<file path="src/rtl/mem_burst_ctrl_if.sv">
// mem_burst_ctrl_if: CPU request/response and memory-port signals of the burst controller
interface mem_burst_ctrl_if #(
  parameter int DW = 10,
  parameter int AW = 14,
  parameter int MAXBURST = 3,
  parameter int LW = $clog2(MAXBURST + 1)
) ();
  logic                   req_valid;
  logic                   req_ready;
  logic                   req_write;
  logic [AW-1:0]          req_addr;
  logic [LW-1:0]          req_len;
  logic [DW*MAXBURST-1:0] req_wdata;
  logic                   rsp_valid;
  logic [DW*MAXBURST-1:0] rsp_rdata;
  logic [AW-1:0]          m_addr;
  logic [DW-1:0]          m_indata;
  logic                   m_write;
  logic                   m_read;
  logic [DW-1:0]          m_outdata;
  modport master (
    output req_valid, req_write, req_addr, req_len, req_wdata, m_outdata,
    input  req_ready, rsp_valid, rsp_rdata, m_addr, m_indata, m_write, m_read
  );
  modport slave (
    input  req_valid, req_write, req_addr, req_len, req_wdata, m_outdata,
    output req_ready, rsp_valid, rsp_rdata, m_addr, m_indata, m_write, m_read
  );
endinterface

</file>
<file path="src/rtl/mem_burst_ctrl.sv">
// mem_burst_ctrl: sequences one multi-word request into per-cycle memory accesses and packs read bursts
module mem_burst_ctrl #(
  parameter int DW = 10,
  parameter int AW = 14,
  parameter int MAXBURST = 3,
  parameter int RD_LAT = 1,
  localparam int LW = $clog2(MAXBURST + 1)
) (
  input logic clk,
  input logic rst,
  mem_burst_ctrl_if.slave bus
);
  typedef enum logic [1:0] {IDLE, WRITE, READ, RESP} state_t;
  state_t r_state, w_next;
  logic [AW-1:0] r_addr;
  logic [LW-1:0] r_len, r_idx, w_len;
  logic [MAXBURST-1:0][DW-1:0] r_wdata, r_rdata;
  logic [RD_LAT-1:0] r_pv;
  logic [RD_LAT-1:0][LW-1:0] r_pidx;
  logic w_accept, w_issue, w_last_cap;
  assign w_len = bus.req_len == '0 ? LW'(1) :
                 32'(bus.req_len) > MAXBURST ? LW'(MAXBURST) : bus.req_len;
  assign w_accept = r_state == IDLE && bus.req_valid;
  assign w_issue = r_state == READ && r_idx < r_len;
  // reads return in issue order, so the last slot emerging means the burst is complete
  assign w_last_cap = r_pv[RD_LAT-1] && r_pidx[RD_LAT-1] == r_len - LW'(1);
  assign bus.rsp_rdata = r_rdata;
  always_ff @(posedge clk or posedge rst) begin
    if (rst) r_state <= IDLE;
    else r_state <= w_next;
  end
  always_comb begin
    w_next = r_state;
    case (r_state)
      IDLE:  w_next = w_accept ? (bus.req_write ? WRITE : READ) : IDLE;
      WRITE: w_next = r_idx == r_len - LW'(1) ? RESP : WRITE;
      READ:  w_next = w_last_cap ? RESP : READ;
      RESP:  w_next = IDLE;
      default: w_next = IDLE;
    endcase
  end
  always_comb begin
    bus.req_ready = r_state == IDLE;
    bus.rsp_valid = r_state == RESP;
    bus.m_write = r_state == WRITE;
    bus.m_read = w_issue;
    bus.m_addr = (r_state == WRITE || w_issue) ? r_addr : '0;
    bus.m_indata = r_state == WRITE ? r_wdata[r_idx] : '0;
  end
  always_ff @(posedge clk or posedge rst) begin
    if (rst) begin
      r_addr <= '0;
      r_len <= '0;
      r_idx <= '0;
      r_wdata <= '0;
      r_rdata <= '0;
      r_pv <= '0;
      r_pidx <= '0;
    end else begin
      r_pv[0] <= w_issue;
      r_pidx[0] <= r_idx;
      for (int j = RD_LAT - 1; j > 0; j--) begin
        r_pv[j] <= r_pv[j-1];
        r_pidx[j] <= r_pidx[j-1];
      end
      if (w_accept) begin
        r_addr <= bus.req_addr;
        r_len <= w_len;
        r_idx <= '0;
        r_wdata <= bus.req_wdata;
        if (!bus.req_write) r_rdata <= '0;
      end else if (r_state == WRITE || w_issue) begin
        r_addr <= r_addr + AW'(1);
        r_idx <= r_idx + LW'(1);
      end
      if (r_pv[RD_LAT-1]) r_rdata[r_pidx[RD_LAT-1]] <= bus.m_outdata;
    end
  end
endmodule

</file>
<file path="src/flat_wrapper.sv">
// flat-port wrapper written by rule: the top's interface ports become plain ports
module mem_burst_ctrl_flat 
#(
  parameter int DW = 10,
  parameter int AW = 14,
  parameter int MAXBURST = 3,
  parameter int RD_LAT = 1,
  localparam int LW = $clog2(MAXBURST + 1)
)
  (clk, rst, bus_req_valid, bus_req_write, bus_req_addr, bus_req_len, bus_req_wdata, bus_m_outdata, bus_req_ready, bus_rsp_valid, bus_rsp_rdata, bus_m_addr, bus_m_indata, bus_m_write, bus_m_read);
  mem_burst_ctrl_if #(.DW(DW), .AW(AW), .MAXBURST(MAXBURST)) bus_i ();
  input logic clk;
  input logic rst;
  input wire logic [$bits(bus_i.req_valid)-1:0] bus_req_valid;
  input wire logic [$bits(bus_i.req_write)-1:0] bus_req_write;
  input wire logic [$bits(bus_i.req_addr)-1:0] bus_req_addr;
  input wire logic [$bits(bus_i.req_len)-1:0] bus_req_len;
  input wire logic [$bits(bus_i.req_wdata)-1:0] bus_req_wdata;
  input wire logic [$bits(bus_i.m_outdata)-1:0] bus_m_outdata;
  output wire logic [$bits(bus_i.req_ready)-1:0] bus_req_ready;
  output wire logic [$bits(bus_i.rsp_valid)-1:0] bus_rsp_valid;
  output wire logic [$bits(bus_i.rsp_rdata)-1:0] bus_rsp_rdata;
  output wire logic [$bits(bus_i.m_addr)-1:0] bus_m_addr;
  output wire logic [$bits(bus_i.m_indata)-1:0] bus_m_indata;
  output wire logic [$bits(bus_i.m_write)-1:0] bus_m_write;
  output wire logic [$bits(bus_i.m_read)-1:0] bus_m_read;
  assign bus_i.req_valid = bus_req_valid;
  assign bus_i.req_write = bus_req_write;
  assign bus_i.req_addr = bus_req_addr;
  assign bus_i.req_len = bus_req_len;
  assign bus_i.req_wdata = bus_req_wdata;
  assign bus_i.m_outdata = bus_m_outdata;
  assign bus_req_ready = bus_i.req_ready;
  assign bus_rsp_valid = bus_i.rsp_valid;
  assign bus_rsp_rdata = bus_i.rsp_rdata;
  assign bus_m_addr = bus_i.m_addr;
  assign bus_m_indata = bus_i.m_indata;
  assign bus_m_write = bus_i.m_write;
  assign bus_m_read = bus_i.m_read;
  mem_burst_ctrl #(.DW(DW), .AW(AW), .MAXBURST(MAXBURST), .RD_LAT(RD_LAT)) u_core (.clk(clk), .rst(rst), .bus(bus_i));
endmodule
</file>
<file path="config.mk">
export PLATFORM = sky130hd
export DESIGN_NAME = mem_burst_ctrl_flat
export DESIGN_NICKNAME = d
export VERILOG_FILES = /design/src/rtl/mem_burst_ctrl_if.sv /design/src/rtl/mem_burst_ctrl.sv /design/src/flat_wrapper.sv
export SDC_FILE = /design/constraint.sdc
export NUM_CORES = 1
export LEC_CHECK = 0
export CORE_MARGIN = 3
export CORE_UTILIZATION = 45
export DETAILED_ROUTE_END_ITERATION = 8
export GPL_TIMING_DRIVEN = 1
export PLACE_DENSITY_LB_ADDON = 0.1
export SLEW_MARGIN = 20
export SYNTH_ARGS = -nofsm -noshare
export SYNTH_HDL_FRONTEND = slang
export SYNTH_SLANG_ARGS = --single-unit
</file>
<file path="constraint.sdc">
create_clock -name clk -period 3.18 [get_ports clk]
set_input_delay 0.477 -clock clk [delete_from_list [all_inputs] [get_ports clk]]
set_output_delay 0.477 -clock clk [all_outputs]
set_load 0.01 [all_outputs]
</file>
Word-level counts from Yosys, hierarchy flattened --
Cells that the tools add are included.
Cells by class: add/subtract/negate cells 3, $lt $le $gt $ge 4, equality and inequality tests 5, muxes and demuxes 20, reductions and logical operators 8
Operators by type and width (count):
- two-way mux 30 bit | 3
- two-way mux 14 bit | 3
- bitwise mux 30 bit | 1
- two-way mux 10 bit | 3
- binary-select mux 10 bit (select 2 bit) | 1
- demux 10 bit (select 2 bit) | 1
- adder 14 x 1 -> 14 bit (second input constant) | 1
- two-way mux 2 bit | 6
- one-hot mux 2 bit (4 select lines) | 1
- less-than comparator 2 x 3 -> 1 bit (second input constant) | 2
- == test 2 bit | 2
- == test 2 bit (second input constant) | 2
- logical AND 1 bit | 4
- logical NOT 2 bit | 2
- adder 2 x 1 -> 2 bit (second input constant) | 1
- == test 2 x 1 -> 1 bit (second input constant) | 1
- greater-or-equal comparator 2 x 1 -> 1 bit (second input constant) | 1
- less-than comparator 2 bit | 1
- nonzero test 2 bit | 1
- subtractor 2 x 1 -> 2 bit (second input constant) | 1
- logical OR 1 bit | 1
- two-way mux 1 bit | 1
Word-level totals: bits in registers 83, input bits 60, output and inout bits 58, logic and storage cells 52

Logic depth before layout (Yosys ltp) --
depth in word-level cells 6, gate-level depth with buffers 8, depth with buffers taken out 6

Worst setup path after synthesis --
Ideal clock, no wire load.
path kind register -> output, start register u_core.r_len[1], end output bus_m_addr[0], arrival time 1.658 ns, data required time 2.703 ns, path slack 1.045 ns, cell stages (with the launch flop) 8, path buffers 2, cell sequence dfrtp_1 -> inv_1 -> ha_1 -> nor2b_1 -> o31a_4 -> buf_6 -> buf_2 -> nor2b_1
On the way: longest elaborated chain between the ends 4
RTL lines:
- start: declaration | line mem_burst_ctrl.sv:16 | logic [LW-1:0] r_len, r_idx, w_len;
- start signal: assignment | line mem_burst_ctrl.sv:68 | r_len <= w_len;
- less-than comparator 2 bit | line mem_burst_ctrl.sv:24 | assign w_issue = r_state == READ && r_idx < r_len;
- logical AND 1 bit | line mem_burst_ctrl.sv:24
- logical OR 1 bit | line mem_burst_ctrl.sv:47 | bus.m_addr = (r_state == WRITE || w_issue) ? r_addr : '0;
- two-way mux 14 bit | line mem_burst_ctrl.sv:47
- end: declaration | line flat_wrapper.sv:23 | output wire logic [$bits(bus_i.m_addr)-1:0] bus_m_addr;
No other way between the ends.

Worst setup path after layout --
start register u_core.r_idx[0], end output bus_m_addr[3]
On the way: longest elaborated chain between the ends 4
RTL lines:
- start: declaration | line mem_burst_ctrl.sv:16
- start signal: assignment | line mem_burst_ctrl.sv:74 | r_idx <= r_idx + LW'(1);
- less-than comparator 2 bit | line mem_burst_ctrl.sv:24
- logical AND 1 bit | line mem_burst_ctrl.sv:24
- logical OR 1 bit | line mem_burst_ctrl.sv:47
- two-way mux 14 bit | line mem_burst_ctrl.sv:47
No other way between the ends.

==> out/results.tsv <==
metric	value	unit
status	finished clean	
synth_top_cell_by_area	dfrtp_1	
route.detailed.drc	0	
fp.dieH	97.7	um
core	0.00793	mm2
p_per_area	966	mW/mm2
p_switching	1920	uW
critical_path_required	2.70	ns
ant_nets	0	
routed_wl	9.41	mm
slew_headroom	0.378	
grt_pass1_wl	15.4	mm
cp_num_buf_inv	2	
diodes	0	
ioPinCount	118	
rr_worst_depth	6	
avgViaCountPerCell	5.32	
track_usage	0.197	
synth-seq-cells	83	
clock_latency	0.34	ns
peakVddDrop	0.000432	V
holdWs	0.477	ns
cp-end-kind	primary output	
synth_area_per_cell	9.53	um2
layout.nets	573	
fin_setup_tns	0	ns
r2r_setup_slack	0.89	ns
timing.final.crit_share	0.947	
cp_common_cell	nor2b_1	
async_reset_ff_frac	1.00	
dieArea	0.00954	mm2
startpoint	u_core.r_idx[0]	
grt_setup_unrepaired	no	
grt_max_degree	56	
cpPeakStageDelay	0.56	ns
postCtsResizedCells	0	
p_leak	0.00233	uW
cts_sinks	83	
vias	3276	
path_cells	inv_1 -> ha_1 -> nor2b_1 -> o31a_4 -> nor2b_1 -> clkdlybuf4s50_1	
combPwrFrac	0.465	
synth_flop_cell	dfrtp_1	
hold_violations	0	
fin_cells	616	
drive_above_1_share	0.0486	
rows	32	
startpoint_type	register	
arrival	2.53	ns
grt_pass1_vias	3066	
switching_share	0.378	
p_seq_frac	0.374	
syn-cell-area	0.00378	mm2
synth_edf_count	0	
maxCapViolCount	0	
place_hpwl	6.54	mm
critPathTopFamily	buffers and inverters	
port_buffers	117	
ys_seq_area_frac	0.549	
endpoint	bus_m_addr[3]	
syn_inst	397	
skew	0.00919	ns
pre_cts_ws	0.566	ns
antenna_found_initial	0	
post-place-cells	601	
hold_class	register to register	
drt-pass1-iter-count	5	
reg2reg_to	u_core.r_addr[13]	
max_freq	0.332	GHz
synth_area_leaders	dfrtp_1, nand2_1, a22o_1	
dieWidth	97.7	um
routedWlPerCell	15.3	um
grt.overflow.total	0	
synth_commonest_cells	nand2_1, dfrtp_1, nor2_1	
cpMaxStageDelayCell	dfrtp_1	
start_util	0.477	
period_needed	3.01	ns
cp_max_fo	43	
worstSetupPathType	register to primary output	
root_buffer	clkbuf_8	
synth_most_common_cell	nand2_1	
areaGrowthSynthToFinish	39.1	%
cp.depth	6	
clkPwrFrac	0.161	
cts_setup_buffers	0	
synth_top_area_frac	0.549	
p_int	3170	uW
htreeDepth	3	
cts_tree	built	
cts.path.max_buffers	2	
synth_cell_types	34	
routabilityCongestion	0.818	
drv_slew	0	
drt_iter0_drc	154	
setup_viol	0	
synthesis.nets	460	
cts_buffers	9	
fin_ws	0.168	ns
path_clk_slew	0.08	ns
yosys_warnings	0	
worst_pin_slew	0.933	ns
total_power	5090	uW
reg2reg_from	u_core.r_idx[0]	
cts_hold_buf	0	
==> layout make-up <==
| class | instances | area, um2 |
|---|---|---|
| clock buffers | 9 | 124 |
| clock inverters | 6 | 91.3 |
| fillers | 671 | 2660 |
| inverters | 8 | 31.3 |
| multi-input cells | 284 | 1580 |
| flip-flops and latches | 83 | 2080 |
| well taps | 102 | 128 |
| repair buffers | 124 | 1240 |
==> cell usage in the layout, fill, tap and decap left out, drive strengths merged, types with 4 or more instances in the layout <==
| cell type | n |
|---|---|
| inv | 7 |
| nor2 | 42 |
| a31oi | 12 |
| or3 | 7 |
| nand2 | 97 |
| xnor2 | 4 |
| buf | 7 |
| mux2i | 11 |
| a22o | 30 |
| clkbuf | 9 |
| clkdlybuf4s50 | 117 |
| o21ai | 10 |
| nand3 | 7 |
| a21oi | 14 |
| nor2b | 16 |
| or4 | 5 |
| o31ai | 4 |
| dfrtp | 83 |
==> power by group through the flow <==
stage / sequential (uW) / clock, uW / combinational (uW)
after detailed placement: 1910 / 0 / 2370
after CTS: 1900 / 832 / 2390
final: 1900 / 818 / 2370
after global routing: 1980 / 878 / 2610
after global placement: 1890 / 0 / 2310
after floorplan: 1860 / 0 / 1400
==> layer usage <==
metal,global-route usage,vias up,share of wire,wire length (um)
li1,-,1588,-,-
met1,0.276,1582,0.46,4370
met2,0.314,100,0.48,4480
met3,0.0352,6,0.052,487
met4,0.0564,0,0.0078,73
met5,0,-,0,0
==> through the flow <==
stage           util  cell area (um2)
4_1_cts        0.664             5260
3_3_place_gp   0.637             5050
6_report       0.664             5260
2_1_floorplan      -             3780
5_1_grt        0.664             5260
3_5_place_dp   0.637             5050
==> cells by family (layout without fill, tap and decap cells) <==
group	after synthesis	count (layout)	share of synthesized area
compound gates	75	75	0.143
mux	11	11	0.0291
simple gates	190	190	0.224
fa+ha+maj	3	3	0.00992
buf+inv	30	147	0.0344
flops	83	83	0.549
xor+xnor	5	5	0.0116
==> state kept, by name (all words and copies together), names as in the netlist <==
register	cells
u_core.r_addr	14
u_core.r_wdata	30
u_core.r_idx	2
u_core.r_pv	1
u_core.r_pidx	2
u_core.r_state	2
u_core.bus.rsp_rdata	30
u_core.r_len	2
==> worst min-delay path by stage <==
stage / start / end / slack, ns / cells past startpoint
after global placement: u_core.r_wdata[26] / u_core.r_wdata[26] / 0.46 / 2
final: u_core.r_wdata[28] / u_core.r_wdata[28] / 0.48 / 2
after CTS: u_core.r_wdata[26] / u_core.r_wdata[26] / 0.48 / 2
after detailed placement: u_core.r_wdata[6] / u_core.r_wdata[6] / 0.46 / 2
after global routing: u_core.r_wdata[29] / u_core.r_wdata[29] / 0.51 / 2
after floorplan: u_core.r_idx[0] / u_core.r_pidx[0] / 0.37 / 0
==> tightest hold or removal path, stage by stage, from the launching register on <==
cell,delay (ns)
dfrtp_1,0.35
nand2_1,0.05
nand2_1,0.05
No activity file was read; power rests on OpenSTA's default activity.
==> edit, RTL diff (same settings) <==
Re-encode `state_t` (4 states) as one-hot, 4 bits wide.
--- a/src/rtl/mem_burst_ctrl.sv
+++ b/src/rtl/mem_burst_ctrl.sv
@@ -11,5 +11,5 @@
   mem_burst_ctrl_if.slave bus
 );
-  typedef enum logic [1:0] {IDLE, WRITE, READ, RESP} state_t;
+  typedef enum logic [3:0] {IDLE = 4'b0001, WRITE = 4'b0010, READ = 4'b0100, RESP = 4'b1000} state_t;
   state_t r_state, w_next;
   logic [AW-1:0] r_addr;
Check against the original RTL: same outputs for any inputs over 10 cycles, from zero or initial values and one cycle with rst high; not proved beyond that.
==> edit against the unedited design <==
Routed wire length increased by 4.3%; die area increased by 1.9%; synthesized area increased by 2.1%; sequential cell count increased by 2; synthesized cell count increased by 1.3%; design area increased by 1.2%; first-iteration DRC count increased by 1.9%; power decreased by 18%; worst setup slack improved by 0.012 ns; core utilization decreased by 1.9 points.
==> edit: results (changes against the unedited design) <==
- Status: finished, final reports clean
- First-pass GRT wire length: 16,140 um (+4.6%)
- Core area: 8258 sq um (+4.2%)
- DR iter-0 viols: 157 (+1.9%)
- Fillers: 711 (+6.0%)
- Final HPWL DP: 6910 um (+5.6%)
- Switching Share: 38.28% (+0.51 points)
- Synth area leaders: dfrtp_1 (54%), nand2_1 (9.9%), a22o_1 (6.8%)
- Total GRT Usage: 20.52% (+0.86 points)
- LEAKAGE: 2.372 nW (+1.7%)
- Reg2Reg Launch Point: u_core.r_state[1]
- Seq/Total Area, Yosys: 55.12% (+0.23 points)
- Critical path's top delay family: simple AND/OR/NAND/NOR gates
- Clock Skew: 0.01648 ns (+0.007291 ns)
- Placed cell areas: 5144 sq um (+1.9%)
- DP Cell Count: 608 (+1.2%)
- Delay of the slowest critical-path stage: 0.60 ns (+0.04 ns)
- Compound-gate portion of the synthesized area: 14.52% (+0.26 points)
- Hold EP: u_core.r_wdata[22]
- Wirelength per Cell: 15.72 um (+2.9%)
- Unique masters post-synth: 43 (+26%)
- Slowest cell on the critical path: or4b_4
- Largest net degree at the start of global routing: 57 (+1.8%)
- Slew Limit Headroom: 41.54% (+3.8 points)
- Post-synthesis mux area share: 2.852% (-0.058 points)
- Vias in the first global route: 3,286 (+7.2%)
- CP arrival: 2.52 ns (about the same)
- Xor and xnor area share after synthesis: 0.9073% (-0.25 points)
edit: stage by stage:
| step | hold WS [ns] | setup WS [ns] |
|---|---|---|
| after CTS | 0.4830 | 0.01099 |
| after global placement | 0.4570 | 0.4289 |
| after global routing | 0.5087 | 0.01794 |
| after floorplan | 0.3721 | 0.5112 |
| final | 0.4785 | 0.1804 |
| after detailed placement | 0.4630 | 0.3982 |
edit: worst register-to-register path, stage by stage (launching register included):
cell	delay, ns
dfrtp_1	0.42
or4b_4	0.60
o31a_1	0.33
buf_4	0.21
or4_1	0.51
a31oi_1	0.17
edit: worst max path at each step:
| stage | start | to | slack [ns] | depth (start not counted) |
|---|---|---|---|---|
| floorplan | rst | u_core.bus.rsp_rdata[0] | 0.51 | 1 |
| global placement | u_core.r_state[0] | bus_m_addr[0] | 0.43 | 5 |
| detailed placement | u_core.r_state[0] | bus_m_addr[0] | 0.40 | 5 |
| CTS | u_core.r_state[3] | bus_m_addr[0] | 0.01 | 5 |
| global route | u_core.r_idx[0] | bus_m_indata[2] | 0.02 | 5 |
| finish | u_core.r_state[1] | bus_m_addr[0] | 0.18 | 5 |
edit: routing by layer:
metal / track usage, % / routed length [um] / vias to the layer above
met5: 0 / 0 / -
met4: 7.773 / 175 / 0
met3: 3.892 / 506 / 15
met2: 32.29 / 4677 / 97
met1: 28.38 / 4451 / 1601
li1: - / - / 1620
edit: layout make-up:
cell class | count | area (sq um) | share of cell area [%]
clock buffer | 10 | 127.6 | 2.397
clock inverter | 6 | 46.29 | 0.8694
inverter | 8 | 31.28 | 0.5874
multi-input combinational | 286 | 1624 | 30.50
sequential | 85 | 2128 | 39.97
tap | 105 | 131.4 | 2.467
timing repair buffer | 124 | 1236 | 23.21
edit: logic make-up (layout without fill, tap and decap cells):
kind of cell               count (synthesis)  count (layout)
AOI/OAI and AO/OA                         77              77
and+or+nand+nor                          191             191
buffers and inverters                     31             148
muxes                                     11              11
adders and majority gates                  3               3
DFF                                       85              85
xor gates and xnor gates                   4               4
edit: power groups by stage:
| stage | clock network [mW] | logic [mW] | registers, mW |
|---|---|---|---|
| floorplan | 0 | 1.06 | 1.76 |
| global placement | 0 | 1.67 | 1.79 |
| detailed placement | 0 | 1.71 | 1.81 |
| CTS | 0.703 | 1.72 | 1.79 |
| global route | 0.751 | 1.91 | 1.85 |
| finish | 0.692 | 1.71 | 1.80 |
